$ cat config.mk
export PLATFORM = sky130hd
export DESIGN_NAME = dg_loop_ctrl
export DESIGN_NICKNAME = d
export VERILOG_FILES = /design/src/rtl/dg_pkg.sv /design/src/rtl/dg_delay_line.sv /design/src/rtl/dg_loop_ctrl.sv
export SDC_FILE = /design/constraint.sdc
export NUM_CORES = 1
export LEC_CHECK = 0
export CAP_MARGIN = 40
export CORE_UTILIZATION = 40
export CTS_BUF_LIST = sky130_fd_sc_hd__clkbuf_4
export CTS_CLUSTER_SIZE = 10
export DETAILED_ROUTE_END_ITERATION = 10
export PLACE_DENSITY = 0.7
export SLEW_MARGIN = 40
export SYNTH_ARGS = -nofsm -noshare
export SYNTH_HDL_FRONTEND = slang
export SYNTH_SLANG_ARGS = --single-unit
$ cat constraint.sdc
create_clock -name clk -period 1.4 [get_ports clk]
set_input_delay 0.42 -clock clk [delete_from_list [all_inputs] [get_ports clk]]
set_output_delay 0.42 -clock clk [all_outputs]
set_load 0.02 [all_outputs]
$ cat src/rtl/dg_pkg.sv
// Shared types and sizing helpers for the digital loop controller.
package dg_pkg;

    typedef enum logic [1:0] {
        IDLE   = 2'd0,
        SETTLE = 2'd1,
        ACQ    = 2'd2
    } dg_state_e;

    typedef enum logic [1:0] {
        MODE_OFF      = 2'd0,
        MODE_LOOP     = 2'd1,
        MODE_FORCE_ON = 2'd2,
        MODE_LOOP_INV = 2'd3
    } dg_mode_e;

    // Bits needed to hold values 0..max_val (never less than one bit).
    function automatic int unsigned cnt_width(input int unsigned max_val);
        return (max_val < 2) ? 1 : $clog2(max_val + 1);
    endfunction

endpackage

$ cat src/rtl/dg_delay_line.sv
// Fixed-length 1-bit shift register modelling loop delay and comparator resynchronisation.
module dg_delay_line #(
    parameter int unsigned DELAY = 2
) (
    input  logic clk,
    input  logic rst_n,
    input  logic din,
    output logic dout
);

    logic [DELAY-1:0] sr;

    always_ff @(posedge clk or negedge rst_n) begin
        if (!rst_n) begin
            sr <= '0;
        end else begin
            sr[0] <= din;
            for (int i = 1; i < DELAY; i++) begin
                sr[i] <= sr[i-1];
            end
        end
    end

    assign dout = sr[DELAY-1];

endmodule

$ cat src/rtl/dg_loop_ctrl.sv
// Digital loop controller: delays the comparator decision, drives cap-bank feedback and
// converts the ones count of a 2^OSR_LOG2-sample window into a WIDTH-bit code.
module dg_loop_ctrl
    import dg_pkg::*;
#(
    parameter int unsigned DELAY      = 2,
    parameter int unsigned WIDTH      = 4,
    parameter int unsigned OSR_LOG2   = 4,
    parameter int unsigned SETTLE_CYC = 3
) (
    input  logic             clk,
    input  logic             rst_n,
    input  logic             start,
    input  logic             stop,
    input  logic             cont,
    input  logic [1:0]       mode,
    input  logic             ctrl,
    output logic             enable,
    output logic [WIDTH-1:0] out,
    output logic             out_valid,
    input  logic             out_ready,
    output logic             overrun,
    output logic             busy
);

    localparam int unsigned WIN      = 1 << OSR_LOG2;
    localparam int unsigned ONES_W   = OSR_LOG2 + 1;
    localparam int unsigned SAMP_W   = cnt_width(WIN - 1);
    localparam int unsigned SETTLE_W = cnt_width(SETTLE_CYC - 1);
    localparam int unsigned SHIFT    = (OSR_LOG2 >= WIDTH) ? (OSR_LOG2 - WIDTH) : 0;

    localparam logic [SAMP_W-1:0]   SAMP_LAST   = SAMP_W'(WIN - 1);
    localparam logic [SETTLE_W-1:0] SETTLE_INIT = SETTLE_W'(SETTLE_CYC - 1);
    localparam logic [ONES_W-1:0]   CODE_MAX    = ONES_W'((1 << WIDTH) - 1);

    if (OSR_LOG2 < WIDTH) begin : g_bad_osr
        $error("dg_loop_ctrl: OSR_LOG2 must be >= WIDTH");
    end
    if (DELAY < 1) begin : g_bad_delay
        $error("dg_loop_ctrl: DELAY must be >= 1");
    end
    if (SETTLE_CYC < 1) begin : g_bad_settle
        $error("dg_loop_ctrl: SETTLE_CYC must be >= 1");
    end
    if (WIDTH < 1) begin : g_bad_width
        $error("dg_loop_ctrl: WIDTH must be >= 1");
    end

    logic d;

    dg_delay_line #(
        .DELAY (DELAY)
    ) u_delay (
        .clk   (clk),
        .rst_n (rst_n),
        .din   (ctrl),
        .dout  (d)
    );

    dg_state_e           state_q, state_d;
    dg_mode_e            mode_q, mode_d;
    logic                cont_q, cont_d;
    logic                start_pend_q, start_pend_d;
    logic [SETTLE_W-1:0] settle_q, settle_d;
    logic [SAMP_W-1:0]   samp_q, samp_d;
    logic [ONES_W-1:0]   ones_q, ones_d;

    logic                enable_d;
    logic [WIDTH-1:0]    out_d;
    logic                out_valid_d;
    logic                overrun_d;
    logic                busy_d;

    logic                new_result;
    logic [ONES_W-1:0]   ones_sum;
    logic [ONES_W-1:0]   ones_shr;
    logic [WIDTH-1:0]    code;

    // Window total including the sample arriving this cycle, scaled and saturated.
    always_comb begin
        ones_sum = ones_q + ONES_W'(d);
        ones_shr = ones_sum >> SHIFT;
        code     = (ones_shr > CODE_MAX) ? {WIDTH{1'b1}} : WIDTH'(ones_shr);
    end

    // Next-state, counters, handshake and feedback.
    always_comb begin
        state_d      = state_q;
        mode_d       = mode_q;
        cont_d       = cont_q;
        start_pend_d = 1'b0;
        settle_d     = settle_q;
        samp_d       = samp_q;
        ones_d       = ones_q;
        out_d        = out;
        out_valid_d  = out_valid;
        overrun_d    = overrun;
        new_result   = 1'b0;
        enable_d     = 1'b0;
        busy_d       = 1'b0;

        if (out_valid && out_ready) begin
            out_valid_d = 1'b0;
        end

        case (state_q)
            IDLE: begin
                // Start is captured one cycle ahead of SETTLE; a stop in between cancels it.
                if (start_pend_q) begin
                    if (!stop) begin
                        state_d  = SETTLE;
                        settle_d = SETTLE_INIT;
                    end
                end else if (start && !stop) begin
                    start_pend_d = 1'b1;
                    mode_d       = dg_mode_e'(mode);
                    cont_d       = cont;
                    overrun_d    = 1'b0;
                end
            end
            SETTLE: begin
                if (stop) begin
                    state_d = IDLE;
                end else if (settle_q == '0) begin
                    state_d = ACQ;
                    ones_d  = '0;
                    samp_d  = '0;
                end else begin
                    settle_d = settle_q - SETTLE_W'(1);
                end
            end
            ACQ: begin
                if (stop) begin
                    state_d = IDLE;
                end else if (samp_q == SAMP_LAST) begin
                    new_result = 1'b1;
                    ones_d     = '0;
                    samp_d     = '0;
                    state_d    = cont_q ? ACQ : IDLE;
                end else begin
                    ones_d = ones_sum;
                    samp_d = samp_q + SAMP_W'(1);
                end
            end
            default: begin
                state_d = IDLE;
            end
        endcase

        if (new_result) begin
            if (!out_valid || out_ready) begin
                out_d       = code;
                out_valid_d = 1'b1;
            end else begin
                overrun_d = 1'b1;
            end
        end

        busy_d = (state_d != IDLE);

        if (busy_d) begin
            case (mode_q)
                MODE_LOOP:     enable_d = d;
                MODE_FORCE_ON: enable_d = 1'b1;
                MODE_LOOP_INV: enable_d = ~d;
                default:       enable_d = 1'b0;
            endcase
        end
    end

    always_ff @(posedge clk or negedge rst_n) begin
        if (!rst_n) begin
            state_q      <= IDLE;
            mode_q       <= MODE_OFF;
            cont_q       <= 1'b0;
            start_pend_q <= 1'b0;
            settle_q     <= '0;
            samp_q       <= '0;
            ones_q       <= '0;
            enable       <= 1'b0;
            out          <= '0;
            out_valid    <= 1'b0;
            overrun      <= 1'b0;
            busy         <= 1'b0;
        end else begin
            state_q      <= state_d;
            mode_q       <= mode_d;
            cont_q       <= cont_d;
            start_pend_q <= start_pend_d;
            settle_q     <= settle_d;
            samp_q       <= samp_d;
            ones_q       <= ones_d;
            enable       <= enable_d;
            out          <= out_d;
            out_valid    <= out_valid_d;
            overrun      <= overrun_d;
            busy         <= busy_d;
        end
    end

endmodule

==> qor.yml, run 1 <==
run_status:
  status: "complete, but fails checks"
  violations: "setup timing"
clock_network:
  clockRootBuffer: "clkbuf_4"
  htreeDepth: 1
  cts_buffers: 3
  cts.path.max_buffers: 2
  cts_num_sinks: 27
  ctsHoldBuffers: 0
  cts_tree: "built"
  path_clk_slew_ps: 150
  insertion_delay_ps: 330
pwr:
  total_power_mw: 1.64
  internal_power_mw: 1.17
  clockPowerShare_pct: 21.2
  switching_power_mw: 0.478
  power_frac_comb_pct: 21.9
  max-vdd-ir-drop_mv: 0.572
  p_per_area_nw_per_um2: 970
  leakagePower_nw: 0.796
  pwr-share-seq_pct: 57.0
  switching_share_pct: 29.1
route:
  first_pass_iters: 4
  viasPerCell: 5.22
  totalWireLength_um: 2720
  vias: 1017
  remaining_drc_errors: 0
  ant_nets: 0
  avgRoutedWirePerCell_um: 13.9
  dr.first_iter.drc_count: 18
critical_path:
  cp-startpoint: "state_q[0]$_DFF_PN0_"
  endpoint: "samp_q[3]$_DFFE_PN0P_"
  rrSetupSlack_ps: -10
  reg2regPathDepth: 3
  cp.required_ps: 1670
  crit_type: "reg -> reg"
  regToRegStartpoint: "state_q[0]$_DFF_PN0_"
  crit_arrival_ps: 1680
  start_kind: "register"
  timing.critical_path.to_type: "register"
  critPathMaxFanout: 5
  rr_endpoint: "samp_q[3]$_DFFE_PN0P_"
logic_synthesis:
  avgSynthCellArea_um2: 11.2
  ys_seq_area_share_pct: 53.1
  yosysWarningCount: 0
  syn_nets: 127
  syn_inst: 114
  syn_area_um2: 1270
  ys_types: 37
  ys_ff_latch: 27
floorplan:
  core.rowCount: 20
  die_w_um: 58.4
  ios: 17
  core-area_um2: 3030
  die_area_um2: 3410
  die_y_um: 58.4
  initial_utilization_pct: 42.0
grt:
  overflow: 0
  grtUsageTotal_pct: 17.5
  grt_pass1_wl_um: 4470
  grt_pass1_vias: 996
  antenna_found_initial: 0
  grt_start_max_net_pins: 28
sta:
  worst_slack_ps: -13.5
  fin_worst_skew_ps: 3.22
  min_period_ps: 1410
  slew_headroom_pct: 83.3
  hold_viol: 0
  tightest_slew_ps: 250
  max_freq_mhz: 707
  setup_viol: 1
  grt_setup_unrepaired: "yes"
  finalCritPeriodShare_pct: 101
  slew_viol_final: 0
finish:
  fill_cells: 279
  layout_common_cells: "dfrtp_1 (27), buf_4 (20), buf_2 (8)"
  final_common_cell: "dfrtp_1"
  final_nets: 165
  syn2layout_area_growth_pct: 33.4
  postLayoutCoreUtil_pct: 56.0
  layout-drive-gt1-share_pct: 35.1
  antenna_cells: 0
placed_design:
  dpl.hpwl_um: 1950
  gp_congestion: 0.839
  numPortBuffers: 16
hold_path:
  hp-class: "reg -> reg"
job:
  maxCapViolations: 0
==> cell type report <==
cell class | instances | area (µm²) | area share, %
sequential | 27 | 676 | 39.9
multi-input combinational | 74 | 607 | 35.8
timing repair buffer | 38 | 300 | 17.7
tap | 44 | 55.1 | 3.25
inverter | 8 | 30.0 | 1.77
clock buffer | 3 | 22.5 | 1.33
clock inverter | 1 | 5.00 | 0.295
==> worst max-delay path, stage by stage (launching register included) <==
cell and delay [ps]:
dfrtp_1 460, or3b_4 390, or4_4 420, o211ai_2 80
==> power by group through the flow <==
stage	combinational, mW	clock [mW]	sequential [mW]
3_5_place_dp	0.341	0	0.953
6_report	0.359	0.348	0.937
2_1_floorplan	0.194	0	0.942
5_1_grt	0.404	0.382	0.946
4_1_cts	0.338	0.359	0.934
3_3_place_gp	0.326	0	0.943
==> repair_timing <==
| item | in CTS | in global routing |
|---|---|---|
| resized for setup | 36 | 12 |
| buffers inserted | 3 | 1 |
| endpoints found under the setup margin | 23 | 18 |
| endpoints found under the hold margin | 0 | 0 |
| pin swaps | 1 | 6 |
==> sequential cells by signal (all words and copies together), names as in the netlist <==
signal and count:
ones_q 5, out 4, samp_q 4, mode_q 2
settle_q 2, state_q 2, u_delay.sr 2, busy 1
cont_q 1, enable 1, out_valid 1, overrun 1
start_pend_q 1
==> worst min-delay path by stage <==
stage | to | from | cells after the start | slack (ps)
finish | u_delay.sr[1]$_DFF_PN0_ | u_delay.sr[0]$_DFF_PN0_ | 0 | 380
floorplan | busy$_DFF_PN0_ | rst_n | 0 | 120
CTS | u_delay.sr[1]$_DFF_PN0_ | u_delay.sr[0]$_DFF_PN0_ | 0 | 380
detailed placement | u_delay.sr[1]$_DFF_PN0_ | u_delay.sr[0]$_DFF_PN0_ | 0 | 340
global placement | u_delay.sr[1]$_DFF_PN0_ | u_delay.sr[0]$_DFF_PN0_ | 0 | 340
global route | u_delay.sr[1]$_DFF_PN0_ | u_delay.sr[0]$_DFF_PN0_ | 0 | 390
==> metal layers <==
layer	routed length, µm	global-route usage (%)
met5	0	0
met4	46	6.12
met3	74	2.64
met2	1350	30.4
met1	1250	22.3
==> kinds of logic (layout without fill, tap and decap cells) <==
kind of cell / Yosys count / after routing / synth area share [%]
mux: 6 / 6 / 5.02
buf+inv: 13 / 50 / 4.53
simple gates: 32 / 32 / 15.4
compound gates: 29 / 29 / 15.9
flops: 27 / 27 / 53.1
fa+ha+maj: 4 / 4 / 3.94
xor+xnor: 3 / 3 / 2.07
==> cell usage after synthesis <==
master	number	area [µm²]
dfrtp_1	27	676
inv_1	8	30.0
a31oi_1	7	43.8
nor2_1	7	26.3
a21oi_1	6	30.0
ha_1	4	50.1
nand2b_1	4	25.0
o2bb2ai_1	4	35.0
and3_1	3	18.8
mux2_2	3	33.8
mux2i_1	3	30.0
nand2_1	3	11.3
nand3_1	3	15.0
nand3b_1	3	22.5
nor2b_1	3	18.8
xor2_1	3	26.3
a21o_1	2	15.0
clkbuf_1	2	7.51
a211oi_1	1	7.51
a2bb2oi_1	1	8.76
a311oi_1	1	8.76
a41oi_1	1	8.76
and3b_1	1	8.76
buf_1	1	3.75
buf_2	1	5.00
buf_6	1	11.3
nand4b_1	1	8.76
nor3_1	1	5.00
nor3b_2	1	12.5
o211ai_1	1	7.51
o211ai_2	1	12.5
o21ai_0	1	5.00
o21ai_1	1	5.00
o22ai_1	1	6.26
o32ai_1	1	8.76
or3b_4	1	11.3
or4_4	1	11.3
==> per-stage QoR <==
step / hold WS, ps / setup TNS (ps) / instances / worst slack, ps / area (µm²)
after CTS: 385 / -1.84 / 194 / -1.84 / 1640
after global placement: 339 / -7630 / 187 / -476 / 1610
final: 380 / -13.5 / 195 / -13.5 / 1700
after detailed placement: 342 / -7950 / 187 / -480 / 1610
after floorplan: 124 / -102 / 114 / -102 / 1280
after global routing: 390 / -160 / 195 / -39.1 / 1700
Power figures use the tool's default switching activity.
==> run 2, diff against run 1 <==
Settings changed: SKIP_LAST_GASP set to 1.
==> run 2 against run 1 <==
  * The flow still finishes with violations (setup timing)
  * Sequential share of layout area about the same
  * Sequential power about the same
  * Flip-flop and latch count unchanged
  * Non-clock buffer count unchanged
  * Power is essentially flat
  * Critical path type unchanged
  * Largest power group unchanged
  * Highest routed layer unchanged
==> qor.yml, run 2 (synthesis gave the netlist of run 1 again) <==
route:
  totalWireLength_um: 2750  # +1.2%
  vias: 1017  # unchanged
  first_pass_iters: 4  # unchanged
  ant_nets: 0  # unchanged
  remaining_drc_errors: 0  # unchanged
  avgRoutedWirePerCell_um: 14.1  # +1.2%
  viasPerCell: 5.22  # unchanged
  dr.first_iter.drc_count: 24  # +6
placed_design:
  numPortBuffers: 16  # unchanged
  dpl.hpwl_um: 1950  # unchanged
  gp_congestion: 0.839  # unchanged
  placedCellCount: 187  # unchanged
clock_network:
  cts_num_sinks: 27  # unchanged
  cts.path.max_buffers: 2  # unchanged
  cts_tree: "built"
  ctsHoldBuffers: 0  # unchanged
  insertion_delay_ps: 330  # about the same
  cts_buffers: 3  # unchanged
  path_clk_slew_ps: 150  # about the same
  clockRootBuffer: "clkbuf_4"
  htreeDepth: 1  # unchanged
critical_path:
  start_kind: "register"
  endpoint: "samp_q[3]$_DFFE_PN0P_"
  critPathMaxFanout: 5  # unchanged
  cp.required_ps: 1670  # about the same
  reg2regPathDepth: 3  # unchanged
  regToRegStartpoint: "state_q[0]$_DFF_PN0_"
  rr_endpoint: "samp_q[3]$_DFFE_PN0P_"
  cp-startpoint: "state_q[0]$_DFF_PN0_"
  rrSetupSlack_ps: -20  # about the same
  crit_arrival_ps: 1690  # about the same
  crit_type: "reg -> reg"
  timing.critical_path.to_type: "register"
grt:
  grt_pass1_wl_um: 4470  # unchanged
  antenna_found_initial: 0  # unchanged
  grtUsageTotal_pct: 17.5  # unchanged
  grt_start_max_net_pins: 28  # unchanged
  overflow: 0  # unchanged
  grt_pass1_vias: 996  # unchanged
sta:
  hold_viol: 0  # unchanged
  max_freq_mhz: 705  # -0.39%
  tightest_slew_ps: 254  # +4.32 ps
  slew_headroom_pct: 83.0  # -0.27 points
  slew_viol_final: 0  # unchanged
  min_period_ps: 1420  # +5.60 ps
  grt_setup_unrepaired: "yes"
  finalCritPeriodShare_pct: 101  # +0.40 points
  fin_worst_skew_ps: 2.54  # -0.680 ps
  worst_slack_ps: -19.1  # -5.60 ps
  setup_viol: 2  # +1
finish:
  layout.cells.non_filler: 195  # unchanged
  syn2layout_area_growth_pct: 33.3  # about the same
  final_common_cell: "dfrtp_1"
  top_regs: "ones_q (5), out (4), samp_q (4)"
  layout-drive-gt1-share_pct: 33.8  # -1.3 points
  layout_common_cells: "dfrtp_1 (27), buf_4 (20), inv_1 (8), buf_2 (8)"
  postLayoutCoreUtil_pct: 56.0  # about the same
  antenna_cells: 0  # unchanged
  largest_register: "ones_q"
  largest_reg_flops: 5  # unchanged
  final_nets: 165  # unchanged
floorplan:
  core.rowCount: 20  # unchanged
  initial_utilization_pct: 42.0  # unchanged
  die_w_um: 58.4  # unchanged
  die_y_um: 58.4  # unchanged
  ios: 17  # unchanged
  die_area_um2: 3410  # unchanged
  core-area_um2: 3030  # unchanged
pwr:
  leakagePower_nw: 0.797  # +0.11%
  p_per_area_nw_per_um2: 969  # about the same
  max-vdd-ir-drop_mv: 0.571  # -0.15%
job:
  maxCapViolations: 0  # unchanged
run_status:
  status: "complete, but fails checks"
  violations: "setup timing"
hold_path:
  hp-class: "reg -> reg"
[run 2: how the worst min path moves through the flow]
| stage | from | endpoint | slack [ps] | depth (start not counted) |
|---|---|---|---|---|
| final | u_delay.sr[0]$_DFF_PN0_ | u_delay.sr[1]$_DFF_PN0_ | 380 | 0 |
| after global routing | u_delay.sr[0]$_DFF_PN0_ | u_delay.sr[1]$_DFF_PN0_ | 390 | 0 |
| after CTS | u_delay.sr[0]$_DFF_PN0_ | u_delay.sr[1]$_DFF_PN0_ | 380 | 0 |
| after detailed placement | u_delay.sr[0]$_DFF_PN0_ | u_delay.sr[1]$_DFF_PN0_ | 340 | 0 |
| after global placement | u_delay.sr[0]$_DFF_PN0_ | u_delay.sr[1]$_DFF_PN0_ | 340 | 0 |
| after floorplan | rst_n | busy$_DFF_PN0_ | 120 | 0 |
[run 2: layout make-up]
| cell class | count | area [µm²] |
|---|---|---|
| clock inverter | 1 | 5.00 |
| inverter | 8 | 30.0 |
| fill | 280 | 1330 |
| clock buffer | 3 | 22.5 |
| multi-input combinational | 74 | 606 |
| sequential | 27 | 676 |
| tap | 44 | 55.1 |
| timing repair buffer | 38 | 300 |
[run 2: metal layers]
layer,vias up,part of all wire (%),GRT usage (%)
li1,487,-,-
met1,509,46,22.3
met2,17,50,30.4
met3,4,2.6,2.64
met4,0,1.7,6.12
met5,-,0,0
[run 2: power by group]
group / internal [mW] / switching (mW) / total, mW
Clock: 0.107 / 0.241 / 0.348
Sequential: 0.867 / 0.0682 / 0.936
Combinational: 0.191 / 0.168 / 0.359
Total: 1.17 / 0.477 / 1.64
[run 2: timing repair]
action                                  4_1_cts  5_1_grt
resized for setup                            35       11
setup buffers                                 3        1
pin swaps                                     1        4
endpoints found under the setup margin       23       19
[run 2: through the flow]
stage          TNS (ps)  power (mW)  worst slack, ps  cell area [µm²]  hold slack (ps)
2_1_floorplan      -102        1.14             -102             1280              124
3_3_place_gp      -7630        1.27             -476             1610              339
3_5_place_dp      -7950        1.29             -480             1610              342
4_1_cts           -11.1        1.63            -9.22             1640              385
5_1_grt            -188        1.73            -39.1             1690              390
6_report          -19.2        1.64            -19.1             1690              380
[run 2: worst max-delay path, stage by stage, from the launching register on]
cell	delay (ps)
dfrtp_1	460
or3b_4	400
or4_4	420
o211ai_2	80
==> run 3, diff against run 2 <==
Settings changed: SLEW_MARGIN 40 to not set.
==> results of run 3 <==
No change in the layout: final DEF, timing and power equal those of run 2.
